[config.mk]
export PLATFORM = sky130hd
export DESIGN_NAME = fetch_align_queue_flat
export DESIGN_NICKNAME = d
export VERILOG_FILES = /design/src/rtl/fetch_align_queue_if.sv /design/src/rtl/fetch_align_queue.sv /design/src/flat_wrapper.sv
export SDC_FILE = /design/constraint.sdc
export NUM_CORES = 1
export LEC_CHECK = 0
export CAP_MARGIN = 30
export CELL_PAD_IN_SITES_DETAIL_PLACEMENT = 0
export CELL_PAD_IN_SITES_GLOBAL_PLACEMENT = 1
export CORE_MARGIN = 2
export CORE_UTILIZATION = 44
export CTS_BUF_LIST = sky130_fd_sc_hd__clkbuf_2 sky130_fd_sc_hd__clkbuf_4 sky130_fd_sc_hd__clkbuf_8
export CTS_CLUSTER_DIAMETER = 30
export CTS_CLUSTER_SIZE = 16
export DETAILED_ROUTE_END_ITERATION = 10
export GPL_TIMING_DRIVEN = 1
export PLACE_DENSITY_LB_ADDON = 0.1
export REMOVE_ABC_BUFFERS = 1
export SKIP_CTS_REPAIR_TIMING = 1
export SYNTH_ARGS = -nofsm -noshare
export SYNTH_HDL_FRONTEND = slang
export SYNTH_SLANG_ARGS = --single-unit
[constraint.sdc]
create_clock -name clk -period 3.4 [get_ports clk]
set_clock_uncertainty 0.15 [all_clocks]
set_input_delay 0.34 -clock clk [delete_from_list [all_inputs] [get_ports clk]]
set_output_delay 0.34 -clock clk [all_outputs]
set_load 0.02 [all_outputs]
[src/rtl/fetch_align_queue_if.sv]
// Signal bundle between fetch_align_queue, instruction memory, redirect source and decode.
// master: the aligner itself; slave: its environment.
interface fetch_align_queue_if #(
    parameter int unsigned QUEUE_HW = 8
);
    logic                      fetch_req;
    logic [31:0]               fetch_addr;
    logic                      fetch_gnt;
    logic                      fetch_rvalid;
    logic [31:0]               fetch_rdata;
    logic                      redirect_valid;
    logic [31:0]               redirect_pc;
    logic                      instr_valid;
    logic                      instr_ready;
    logic [31:0]               instr_data;
    logic [31:0]               instr_pc;
    logic                      instr_compressed;
    logic [$clog2(QUEUE_HW):0] queue_count;

    modport master (
        output fetch_req, fetch_addr,
        input  fetch_gnt, fetch_rvalid, fetch_rdata,
        input  redirect_valid, redirect_pc,
        output instr_valid, instr_data, instr_pc, instr_compressed, queue_count,
        input  instr_ready
    );

    modport slave (
        input  fetch_req, fetch_addr,
        output fetch_gnt, fetch_rvalid, fetch_rdata,
        output redirect_valid, redirect_pc,
        input  instr_valid, instr_data, instr_pc, instr_compressed, queue_count,
        output instr_ready
    );
endinterface

[src/rtl/fetch_align_queue.sv]
// Halfword fetch queue that aligns RV32(C) instructions for decode.
// FETCH_ALIGN_RVC_EN enables 16-bit instruction handling; otherwise all instructions are 32-bit.
module fetch_align_queue #(
    parameter int unsigned QUEUE_HW        = 8,
    parameter int unsigned MAX_OUTSTANDING = 2,
    parameter logic [31:0] RESET_PC        = 32'h0000_0000
) (
    input logic                 clk,
    input logic                 reset_n,
    fetch_align_queue_if.master bus
);
    localparam int unsigned PW = $clog2(QUEUE_HW);
    localparam int unsigned CW = PW + 1;
    localparam int unsigned OW = $clog2(MAX_OUTSTANDING + 1);

    logic [15:0]   mem_q [QUEUE_HW];
    logic [PW-1:0] rd_ptr_q, wr_ptr_q;
    logic [CW-1:0] count_q, count_d;
    logic [OW-1:0] outst_q, outst_d, drop_q, drop_d;
    logic          skip_low_q, skip_low_d;
    logic [31:0]   faddr_q, faddr_d, pc_q, pc_d;
    logic          run_q;

    logic [15:0] h0, h1;
    logic        is_comp, avail, fetch_req, issue, resp_keep, push_one, push_two, pop;
    logic [1:0]  push_cnt, pop_cnt;
    logic [31:0] free_hw, need_hw;
    logic        unused_rpc;

    assign h0 = mem_q[rd_ptr_q];
    assign h1 = mem_q[rd_ptr_q + PW'(1)];
    assign unused_rpc = ^bus.redirect_pc[1:0];

`ifdef FETCH_ALIGN_RVC_EN
    assign is_comp = (h0[1:0] != 2'b11);
`else
    assign is_comp = 1'b0;
`endif

    assign avail = is_comp ? (count_q != '0) : (count_q >= CW'(2));

    // Space for every in-flight word plus the new one is reserved before issuing.
    assign free_hw   = 32'(QUEUE_HW) - 32'(count_q);
    assign need_hw   = (32'(outst_q) + 32'd1) << 1;
    assign fetch_req = run_q && (32'(outst_q) < 32'(MAX_OUTSTANDING)) && (free_hw >= need_hw) &&
                       !bus.redirect_valid;
    assign issue     = fetch_req && bus.fetch_gnt;

    assign resp_keep = bus.fetch_rvalid && !bus.redirect_valid && (drop_q == '0);
    assign push_one  = resp_keep && skip_low_q;
    assign push_two  = resp_keep && !skip_low_q;
    assign push_cnt  = push_two ? 2'd2 : (push_one ? 2'd1 : 2'd0);
    assign pop       = bus.instr_valid && bus.instr_ready;
    assign pop_cnt   = pop ? (is_comp ? 2'd1 : 2'd2) : 2'd0;

    // Outputs are gated by valid so stale queue contents never leak out.
    assign bus.instr_valid      = avail && !bus.redirect_valid;
    assign bus.instr_data       = !bus.instr_valid ? 32'h0 :
                                  (is_comp ? {16'h0, h0} : {h1, h0});
    assign bus.instr_compressed = bus.instr_valid && is_comp;
    assign bus.instr_pc         = pc_q;
    assign bus.fetch_req        = fetch_req;
    assign bus.fetch_addr       = faddr_q;
    assign bus.queue_count      = count_q;

    always_comb begin
        count_d    = count_q;
        outst_d    = outst_q;
        drop_d     = drop_q;
        skip_low_d = skip_low_q;
        faddr_d    = faddr_q;
        pc_d       = pc_q;
        if (bus.redirect_valid) begin
            count_d = '0;
            outst_d = outst_q - OW'(bus.fetch_rvalid);
            drop_d  = outst_q - OW'(bus.fetch_rvalid);
            faddr_d = {bus.redirect_pc[31:2], 2'b00};
`ifdef FETCH_ALIGN_RVC_EN
            pc_d       = {bus.redirect_pc[31:1], 1'b0};
            skip_low_d = bus.redirect_pc[1];
`else
            pc_d       = {bus.redirect_pc[31:2], 2'b00};
            skip_low_d = 1'b0;
`endif
        end else begin
            if (issue) faddr_d = faddr_q + 32'd4;
            outst_d = outst_q + OW'(issue) - OW'(bus.fetch_rvalid);
            if (bus.fetch_rvalid && (drop_q != '0)) drop_d = drop_q - OW'(1);
            if (push_one) skip_low_d = 1'b0;
            count_d = count_q + CW'(push_cnt) - CW'(pop_cnt);
            if (pop) pc_d = pc_q + (is_comp ? 32'd2 : 32'd4);
        end
    end

    always_ff @(posedge clk or negedge reset_n) begin
        if (!reset_n) begin
            rd_ptr_q   <= '0;
            wr_ptr_q   <= '0;
            count_q    <= '0;
            outst_q    <= '0;
            drop_q     <= '0;
            skip_low_q <= 1'b0;
            faddr_q    <= RESET_PC;
            pc_q       <= RESET_PC;
            run_q      <= 1'b0;
        end else begin
            run_q      <= 1'b1;
            count_q    <= count_d;
            outst_q    <= outst_d;
            drop_q     <= drop_d;
            skip_low_q <= skip_low_d;
            faddr_q    <= faddr_d;
            pc_q       <= pc_d;
            if (bus.redirect_valid) begin
                rd_ptr_q <= '0;
                wr_ptr_q <= '0;
            end else begin
                wr_ptr_q <= wr_ptr_q + PW'(push_cnt);
                rd_ptr_q <= rd_ptr_q + PW'(pop_cnt);
            end
        end
    end

    // Storage needs no reset: count_q alone decides what is valid.
    always_ff @(posedge clk) begin
        if (push_two) begin
            mem_q[wr_ptr_q]          <= bus.fetch_rdata[15:0];
            mem_q[wr_ptr_q + PW'(1)] <= bus.fetch_rdata[31:16];
        end else if (push_one) begin
            mem_q[wr_ptr_q] <= bus.fetch_rdata[31:16];
        end
    end
endmodule
[src/flat_wrapper.sv]
// flat-port wrapper written by rule: the top's interface ports become plain ports
module fetch_align_queue_flat 
#(
    parameter int unsigned QUEUE_HW        = 8,
    parameter int unsigned MAX_OUTSTANDING = 2,
    parameter logic [31:0] RESET_PC        = 32'h0000_0000
)
  (clk, reset_n, bus_fetch_req, bus_fetch_addr, bus_fetch_gnt, bus_fetch_rvalid, bus_fetch_rdata, bus_redirect_valid, bus_redirect_pc, bus_instr_valid, bus_instr_data, bus_instr_pc, bus_instr_compressed, bus_queue_count, bus_instr_ready);
  fetch_align_queue_if #(.QUEUE_HW(QUEUE_HW)) bus_i ();
  input logic clk;
  input logic reset_n;
  output wire logic [$bits(bus_i.fetch_req)-1:0] bus_fetch_req;
  output wire logic [$bits(bus_i.fetch_addr)-1:0] bus_fetch_addr;
  input wire logic [$bits(bus_i.fetch_gnt)-1:0] bus_fetch_gnt;
  input wire logic [$bits(bus_i.fetch_rvalid)-1:0] bus_fetch_rvalid;
  input wire logic [$bits(bus_i.fetch_rdata)-1:0] bus_fetch_rdata;
  input wire logic [$bits(bus_i.redirect_valid)-1:0] bus_redirect_valid;
  input wire logic [$bits(bus_i.redirect_pc)-1:0] bus_redirect_pc;
  output wire logic [$bits(bus_i.instr_valid)-1:0] bus_instr_valid;
  output wire logic [$bits(bus_i.instr_data)-1:0] bus_instr_data;
  output wire logic [$bits(bus_i.instr_pc)-1:0] bus_instr_pc;
  output wire logic [$bits(bus_i.instr_compressed)-1:0] bus_instr_compressed;
  output wire logic [$bits(bus_i.queue_count)-1:0] bus_queue_count;
  input wire logic [$bits(bus_i.instr_ready)-1:0] bus_instr_ready;
  assign bus_fetch_req = bus_i.fetch_req;
  assign bus_fetch_addr = bus_i.fetch_addr;
  assign bus_i.fetch_gnt = bus_fetch_gnt;
  assign bus_i.fetch_rvalid = bus_fetch_rvalid;
  assign bus_i.fetch_rdata = bus_fetch_rdata;
  assign bus_i.redirect_valid = bus_redirect_valid;
  assign bus_i.redirect_pc = bus_redirect_pc;
  assign bus_instr_valid = bus_i.instr_valid;
  assign bus_instr_data = bus_i.instr_data;
  assign bus_instr_pc = bus_i.instr_pc;
  assign bus_instr_compressed = bus_i.instr_compressed;
  assign bus_queue_count = bus_i.queue_count;
  assign bus_i.instr_ready = bus_instr_ready;
  fetch_align_queue #(.QUEUE_HW(QUEUE_HW), .MAX_OUTSTANDING(MAX_OUTSTANDING), .RESET_PC(RESET_PC)) u_core (.clk(clk), .reset_n(reset_n), .bus(bus_i));
endmodule
Yosys cells after proc, flatten, opt, wreduce, memory -nomap -nowiden
Memory sizes are Yosys's and may differ from the RTL's.
Cells that the tools add are included.
W data, S select, Z words.
{ "totals": {"mem_bits_rw": 128, "out_inout_bits": 103, "ff_bits": 80, "word_cells": 69, "inputBits": 70, "memories": 1} }
{ "mem_list": {"columns": ["name", "words", "word_bits", "read_ports", "rd_ports_with_merged_regs", "wr", "line_no", "rtl"], "rows": [
  ["u_core.mem_q", 8, 16, 2, 0, 2, "fetch_align_queue.sv:16", "logic [15:0] mem_q [QUEUE_HW];"]
]} }
{ "classes": {"bitwise": 1, "reduce_logical": 19, "order_cmp": 3, "muxes": 22, "n_addsub": 14} }
{ "op_table": {"columns": ["op", "n"], "rows": [
  ["$mux W32", 5],
  ["$add A32 B3 Y32 const B", 2],
  ["$ge A32 B32 Y1", 1],
  ["$mux W16", 1],
  ["$logic_and A1 B1 Y1", 11],
  ["$mux W2", 5],
  ["$reduce_bool A2 Y1", 5],
  ["$mux W1", 8],
  ["$add A3 B1 Y3 const B", 2],
  ["$add A3 B2 Y3", 2],
  ["$mux W3", 2],
  ["$sub A4 B4 Y5 const A", 1],
  ["$add A4 B2 Y4", 1],
  ["$ge A4 B2 Y1 const B", 1],
  ["$mux W4", 1],
  ["$sub A2 B1 Y2", 2],
  ["$sub A4 B2 Y4", 1],
  ["$add A2 B1 Y3 const B", 1],
  ["$add A2 B1 Y2", 1],
  ["$logic_not A1 Y1", 2],
  ["$logic_not A2 Y1", 1],
  ["$lt A2 B2 Y1 const B", 1],
  ["$sub A2 B1 Y2 const B", 1],
  ["$or A1 B1 Y1", 1]
]} }

Logic depth before layout (Yosys ltp)
Gate-level depths: netlist (run 1).
{ "logic_depth": {"word_depth": 9, "mapped_depth": 12, "ltp_nobuf": 11} }

Worst setup path before layout (run 1)
No wires, ideal clock.
{ "synth_path": {"kind": "register -> register", "from": "register u_core.count_q[1] (netlist: u_core.bus.queue_count[1])", "to": "register u_core.outst_q[1]", "setup_time_ns": 0.128, "slack_ns": 0.450, "arrival_time_ns": 2.672, "path_buffers": 1, "synth_period_minus_slack_ns": 2.950, "stages_incl_launch_ff": 12, "required_ns": 3.122, "path_cell_list": "dfrtp_1 inv_1 ha_1 ha_1 or3b_1 a221o_1 nand2_2 inv_2 buf_2 ha_1 nor2b_1 xnor2_1"} }
{ "synth_between": {"elab_chain_cells": 8} }
{ "synth_rtl": {"columns": ["item", "line_no", "rtl"], "rows": [
  ["start, declared", "fetch_align_queue.sv:18", "logic [CW-1:0] count_q, count_d;"],
  ["start signal, assigned", "fetch_align_queue.sv:108", "count_q <= count_d;"],
  ["$sub A4 B4 Y5", "fetch_align_queue.sv:43", "assign free_hw = 32'(QUEUE_HW) - 32'(count_q);"],
  ["$ge A32 B32 Y1", "fetch_align_queue.sv:45", "assign fetch_req = run_q && (32'(outst_q) < 32'(MAX_OUTSTANDING)) && (free_hw >= need_hw) &&"],
  ["$logic_and A1 B1 Y1 (2 in series)", "fetch_align_queue.sv:45", null],
  ["$logic_and A1 B1 Y1", "fetch_align_queue.sv:47", "assign issue = fetch_req && bus.fetch_gnt;"],
  ["$add A2 B1 Y2", "fetch_align_queue.sv:87", "outst_d = outst_q + OW'(issue) - OW'(bus.fetch_rvalid);"],
  ["$sub A2 B1 Y2", "fetch_align_queue.sv:87", null],
  ["$mux W2", "fetch_align_queue.sv:73", "if (bus.redirect_valid) begin"],
  ["named net u_core.outst_d[1]", "fetch_align_queue.sv:19", "logic [OW-1:0] outst_q, outst_d, drop_q, drop_d;"],
  ["end signal, assigned", "fetch_align_queue.sv:109", "outst_q <= outst_d;"],
  ["end, declared", "fetch_align_queue.sv:19", null]
]} }
The timed path passes the listed nets, and every way through them passes these cells.
A chain may end at the register's enable or synchronous reset.

Final worst setup path (run 1)
{ "layout_path": {"from": "register u_core.count_q[1] (netlist: u_core.bus.queue_count[1])", "to": "output port bus_fetch_req"} }
{ "layout_between": {"elab_chain_cells": 4} }
{ "layout_rtl": {"columns": ["item", "line_no", "rtl"], "rows": [
  ["$sub A4 B4 Y5", "fetch_align_queue.sv:43", null],
  ["$ge A32 B32 Y1", "fetch_align_queue.sv:45", null],
  ["$logic_and A1 B1 Y1 (2 in series)", "fetch_align_queue.sv:45", null],
  ["end, declared", "flat_wrapper.sv:12", "output wire logic [$bits(bus_i.fetch_req)-1:0] bus_fetch_req;"]
]} }
No other way between the ends.

==> results.ini, run 1 <==
[finish]
ff_latch_area_um2=5650
multi_input_area_um2=4020
nNetsFinal=1025
stdcell_count=1236
post-route-util=0.554
syn2layout_area_growth_pct=24.2
postLayoutCellArea_um2=12500
n_fill_cell=1903
antenna_cells=0
final_common_cell=clkdlybuf4s50_1
most-common-layout-cells=161 x clkdlybuf4s50_1, 128 x edfxtp_1, 70 x dfrtp_1, 66 x mux2_2, 60 x nand2_1
drive_gt1_frac=0.182

[worst_setup_path]
max_stage_delay_ps=420
endpoint_kind=primary output
slowest_stage=a221o_1
crit_cells=7
arrival_ps=2760
rrSetupSlack_ps=360
worstReg2RegStart=u_core.bus.queue_count[1]
cp-start-kind=register
cp_max_fo=4
crit_type=register to primary output
r2r-end=u_core.outst_q[1]
r2r.worst_path.cells=10
cp_top_family=simple AND/OR/NAND/NOR gates
crit_path_end=bus_fetch_req
cp_data_required_time_ps=2910
path_common_cell=ha_1
worstPathCellList=inv_1, ha_1, ha_1, or3b_1, a221o_1, and3_1, dlymetal6s2s_1
startpoint=u_core.bus.queue_count[1]
cp_num_buf_inv=2

[synth]
synth_edf_count=128
ys_async_sr_fraction=0.360
avgSynthCellArea_um2=12.8
synth.mux.area_fraction=0.147
syn_area_um2=10000
syn_inst=787
ys.flop_type=edfxtp_1
yosys.area_share.simple=0.131
yosys.area_share.xor_xnor=0.0270
yosys_warnings=0
synth-seq-cells=200
ys_seq_area_frac=0.562
ys_types=59
synth_top_family_by_area=multiplexers
synth-compound-area-share=0.0678
synthAdderAreaFrac=0.0227

[route]
firstDrtPassIters=5
drc=0
first_iter_violations=461
wl_per_cell_um=21.2
drtAntennaViolNets=0
routed_wl_mm=26.3
viasPerCell=5.69
vias=7038

[place]
hpwlAfterDp_mm=17.8
port_buffers=164
gp_congestion=0.822
dp.cells=1203
pre_cts_ws_ps=290
placed_area_um2=12000

[timing]
whs_ps=251
rsz0062_at_grt=false
period_minus_slack_ps=3250
slew_headroom=0.466
finalSetupTns_ps=0
fmax_mhz=307
hold_viol_final=0
worst_pin_slew_ps=800
period_share=0.957
finalWorstSetupSlack_ps=146
slew_violations=0
finalSetupViolCount=0

[grt]
grt_start_max_net_pins=53
grt_first_pass_wirelength_mm=41.3
track_usage=0.223
grt_overflow=0
antenna_found_initial=0
grt_pass1_vias=7250

[cts]
h-tree-depth=4
cts_root_buffer=clkbuf_8
cts.sinks=200
insertion_delay_ps=470
clk_path_buf_depth=2
clkTransAtPathRegs_ps=100
cts_buffers=17
cts_tree=built

[power]
ir_drop_uv=250
p_per_area_nw_per_um2=535
power_mw=6.67
p_leak_nw=4.55

[floorplanning]
rows=55
core_area_um2=22500
die_x_um=155
die-area_um2=24000
io_pins=173
initial_utilization=0.446
die_h_um=155

[worst_hold_path]
hold_path_class=input port to register

[job]
cap_violations=0

[status]
outcome=complete, no violations

[report_power, final]
| group | switching, mW | total [mW] | internal (mW) |
|---|---|---|---|
| Sequential | 0.213 | 2.98 | 2.77 |
| Clock | 0.937 | 1.71 | 0.770 |
| Combinational | 1.05 | 1.98 | 0.937 |
| Total | 2.20 | 6.67 | 4.47 |
[sequential cells by signal, summed over array words and instances, names as in the netlist]
| signal | flops |
|---|---|
| u_core.wr_ptr_q | 2 |
| u_core.outst_q | 2 |
| u_core.mem_q | 128 |
| u_core.run_q | 1 |
| u_core.bus.instr_pc | 30 |
| u_core.bus.fetch_addr | 30 |
| u_core.bus.queue_count | 3 |
| u_core.rd_ptr_q | 2 |
| u_core.drop_q | 2 |
[Yosys cell counts (3+ instances only)]
cell      instances  share of area
edfxtp_1        128           0.38
nor2b_1           6         0.0037
or4_1             4         0.0030
o21ai_0          30          0.015
o21ai_1           6         0.0030
nand4_1          16          0.010
xor2_1            6         0.0052
dfrtp_1          72           0.18
nand2b_1          3         0.0019
buf_1             4         0.0015
o311ai_0          7         0.0061
o211ai_1         17          0.013
nand3_1          27          0.013
nor2_1           23         0.0086
buf_2            12         0.0060
and3_1           49          0.031
a21o_1            3         0.0022
or3_1             9         0.0056
buf_4             7         0.0052
clkbuf_1         36          0.013
nor3_1           11         0.0055
mux4_2           32          0.072
inv_1            32          0.012
o41ai_1           4         0.0035
o31a_1            5         0.0044
ha_1             15          0.019
mux2_2           66          0.074
and4_1            3         0.0026
a21oi_1          17         0.0085
nor4_1           11         0.0069
nor3b_1           3         0.0022
a221o_1           4         0.0040
xnor2_1          25          0.022
nand2_1          60          0.022
[area by class of cell]
class,count,share of cell area
clock buffers,17,0.0188
clock inverters,15,0.0178
inverters,34,0.0102
multi-input cells,497,0.322
flip-flops and latches,200,0.453
well taps,285,0.0286
repair buffers,188,0.149
[worst min-delay path by stage]
stage	startpoint	endpoint	slack, ps	depth (start not counted)
2_1_floorplan	reset_n	u_core.bus.fetch_addr[10]	-110	0
3_3_place_gp	reset_n	u_core.bus.instr_pc[26]	270	1
3_5_place_dp	reset_n	u_core.bus.fetch_addr[26]	290	1
4_1_cts	reset_n	u_core.bus.instr_pc[26]	-250	1
5_1_grt	bus_redirect_valid	u_core.bus.queue_count[1]	230	3
6_report	bus_redirect_valid	u_core.bus.queue_count[1]	250	3
[tightest hold or removal path: stages]
cell	delay [ps]
buf_2	120
buf_4	280
nor2b_1	80
[kinds of logic (layout without fill, tap and decap cells)]
group,count (synthesis),after routing
DFF,200,200
AOI/OAI and AO/OA,103,103
other,2,7
muxes,99,99
adders and majority gates,17,17
and+or+nand+nor,240,240
buffers and inverters,95,254
xor gates and xnor gates,31,31
[metal layers]
layer,global-route usage,part of all wire
met5,0,0
met4,0.0525,0.012
met3,0.0398,0.055
met2,0.390,0.52
met1,0.292,0.42
Note: power is estimated with default switching activity, not from simulation.
==> run 2, diff against run 1 <==
--- a/config.mk
+++ b/config.mk
@@ -5,7 +5,6 @@
 export SDC_FILE = /design/constraint.sdc
 export NUM_CORES = 1
 export LEC_CHECK = 0
-export CAP_MARGIN = 30
 export CELL_PAD_IN_SITES_DETAIL_PLACEMENT = 0
 export CELL_PAD_IN_SITES_GLOBAL_PLACEMENT = 1
 export CORE_MARGIN = 2
@@ -15,6 +14,7 @@
 export CTS_CLUSTER_SIZE = 16
 export DETAILED_ROUTE_END_ITERATION = 10
 export GPL_TIMING_DRIVEN = 1
+export HOLD_SLACK_MARGIN = 0.02
 export PLACE_DENSITY_LB_ADDON = 0.1
 export REMOVE_ABC_BUFFERS = 1
 export SKIP_CTS_REPAIR_TIMING = 1
==> constraint.sdc (replaced) <==
create_clock -name clk -period 3.3 [get_ports clk]
set_clock_uncertainty 0.15 [all_clocks]
set_input_delay 0.33 -clock clk [delete_from_list [all_inputs] [get_ports clk]]
set_output_delay 0.33 -clock clk [all_outputs]
set_load 0.02 [all_outputs]
==> run 2 against run 1 <==
Count of clock-buffer cells in the layout stayed put. Cell count is 0.24% higher. Total power rose by 2.0%. Via count grew 0.51%. Routed wire length fell by 1.9%. Largest cell class unchanged. Critical path type unchanged. Worst setup slack gained 36 ps. Sequential power rose by 3%. Non-clock buffer count is 3 higher. Die area did not move. First-iteration DRC count shrank 3.0%. Combinational power increased by 6%.
==> results.ini, run 2 (synthesized netlist as in run 1, its figures left out) <==
[cts]
h-tree-depth=4
cts_root_buffer=clkbuf_8
clkTransAtPathRegs_ps=100
cts.sinks=200
insertion_delay_ps=470
cts_buffers=17
clk_path_buf_depth=2
cts_tree=built

[timing]
whs_ps=232
hold_viol_final=0
period_share=0.945
worst_pin_slew_ps=827
period_minus_slack_ps=3120
finalSetupViolCount=0
rsz0062_at_grt=false
slew_violations=0
fmax_mhz=321
slew_headroom=0.443
finalWorstSetupSlack_ps=182

[route]
wl_per_cell_um=20.8
drc=0
routed_wl_mm=25.7
vias=7074
viasPerCell=5.71
drtAntennaViolNets=0
first_iter_violations=447
firstDrtPassIters=5

[worst_setup_path]
arrival_ps=2640
crit_type=register to primary output
path_common_cell=ha_1
max_stage_delay_ps=420
cp_max_fo=4
cp_top_family=simple AND/OR/NAND/NOR gates
cp-start-kind=register
cp_data_required_time_ps=2820
worstPathCellList=inv_1, ha_1, ha_1, or3b_1, a221o_1, and3_1, dlymetal6s2s_1
endpoint_kind=primary output
slowest_stage=dfrtp_1
cp_num_buf_inv=2
rrSetupSlack_ps=280

[finish]
most-common-layout-cells=161 x clkdlybuf4s50_1, 128 x edfxtp_1, 70 x dfrtp_1, 66 x mux2_2, 60 x nand2_1
antenna_cells=0
drive_gt1_frac=0.186
n_fill_cell=1928
top_register=u_core.mem_q
nNetsFinal=1028
largest_reg_flops=128
final_common_cell=clkdlybuf4s50_1
syn2layout_area_growth_pct=24.4

[place]
gp_congestion=0.850
hpwlAfterDp_mm=17.9
pre_cts_ws_ps=300
port_buffers=164

[floorplanning]
core_area_um2=22500
initial_utilization=0.446
rows=55
io_pins=173
die-area_um2=24000
die_x_um=155
die_h_um=155

[grt]
grt_overflow=0
antenna_found_initial=0
track_usage=0.217
grt_start_max_net_pins=52
grt_pass1_vias=7134
grt_first_pass_wirelength_mm=39.9

[power]
p_leak_nw=4.56
p_per_area_nw_per_um2=545
ir_drop_uv=302

[worst_hold_path]
hold_path_class=input port to register

[status]
outcome=complete, no violations

[job]
cap_violations=0

run 2: tightest hold or removal path, stage by stage:
cell    delay, ps
buf_2         130
buf_4         220
nor2_1        120
run 2: per-layer routing:
layer / track usage / part of all wire / vias to the layer above
met5: 0 / 0 / -
met4: 0.0648 / 0.022 / 0
met3: 0.0451 / 0.056 / 33
met2: 0.377 / 0.50 / 228
met1: 0.276 / 0.42 / 3551
li1: - / - / 3262
run 2: final timing paths:
kind,startpoint,to,cells past startpoint
max,u_core.bus.queue_count[1],bus_fetch_req,7
min,bus_redirect_valid,u_core.bus.queue_count[3],3
max reg2reg,u_core.bus.queue_count[1],u_core.bus.fetch_addr[9],10
min reg2reg,u_core.bus.fetch_addr[31],u_core.bus.fetch_addr[31],1
max in group asynchronous,reset_n,u_core.rd_ptr_q[2],3
min in group asynchronous,reset_n,u_core.bus.fetch_addr[28],2
run 2: metrics by stage:
stage	util	std cells	instance area, um^2	power (mW)	TNS (ps)
after global placement	0.535	1206	12000	5.18	0
after CTS	0.554	1238	12500	6.87	-189
final	0.555	1239	12500	6.80	0
after global routing	0.555	1239	12500	7.15	0
after detailed placement	0.535	1206	12000	5.22	0
after floorplan	-	731	9770	4.24	0
run 2: power by group:
| part | switching, mW | internal (mW) |
|---|---|---|
| logic | 1.09 | 1.01 |
| registers | 0.215 | 2.85 |
| clock network | 0.987 | 0.656 |
run 2: area by class of cell:
class / instances / area [um^2] / area share
Multi-Input combinational cell: 497 / 4020 / 0.322
Tap cell: 285 / 357 / 0.0286
Sequential cell: 200 / 5650 / 0.452
Clock buffer: 17 / 234 / 0.0187
Timing Repair Buffer: 191 / 1900 / 0.152
Inverter: 34 / 128 / 0.0102
Clock inverter: 15 / 200 / 0.0160
==> run 3, diff against run 2 <==
--- a/config.mk
+++ b/config.mk
@@ -5,6 +5,7 @@
 export SDC_FILE = /design/constraint.sdc
 export NUM_CORES = 1
 export LEC_CHECK = 0
+export ABC_CLOCK_PERIOD_IN_PS = 3300
 export CELL_PAD_IN_SITES_DETAIL_PLACEMENT = 0
 export CELL_PAD_IN_SITES_GLOBAL_PLACEMENT = 1
 export CORE_MARGIN = 2
==> results of run 3 <==
Final layout, timing and power as in run 2 (identical DEF).
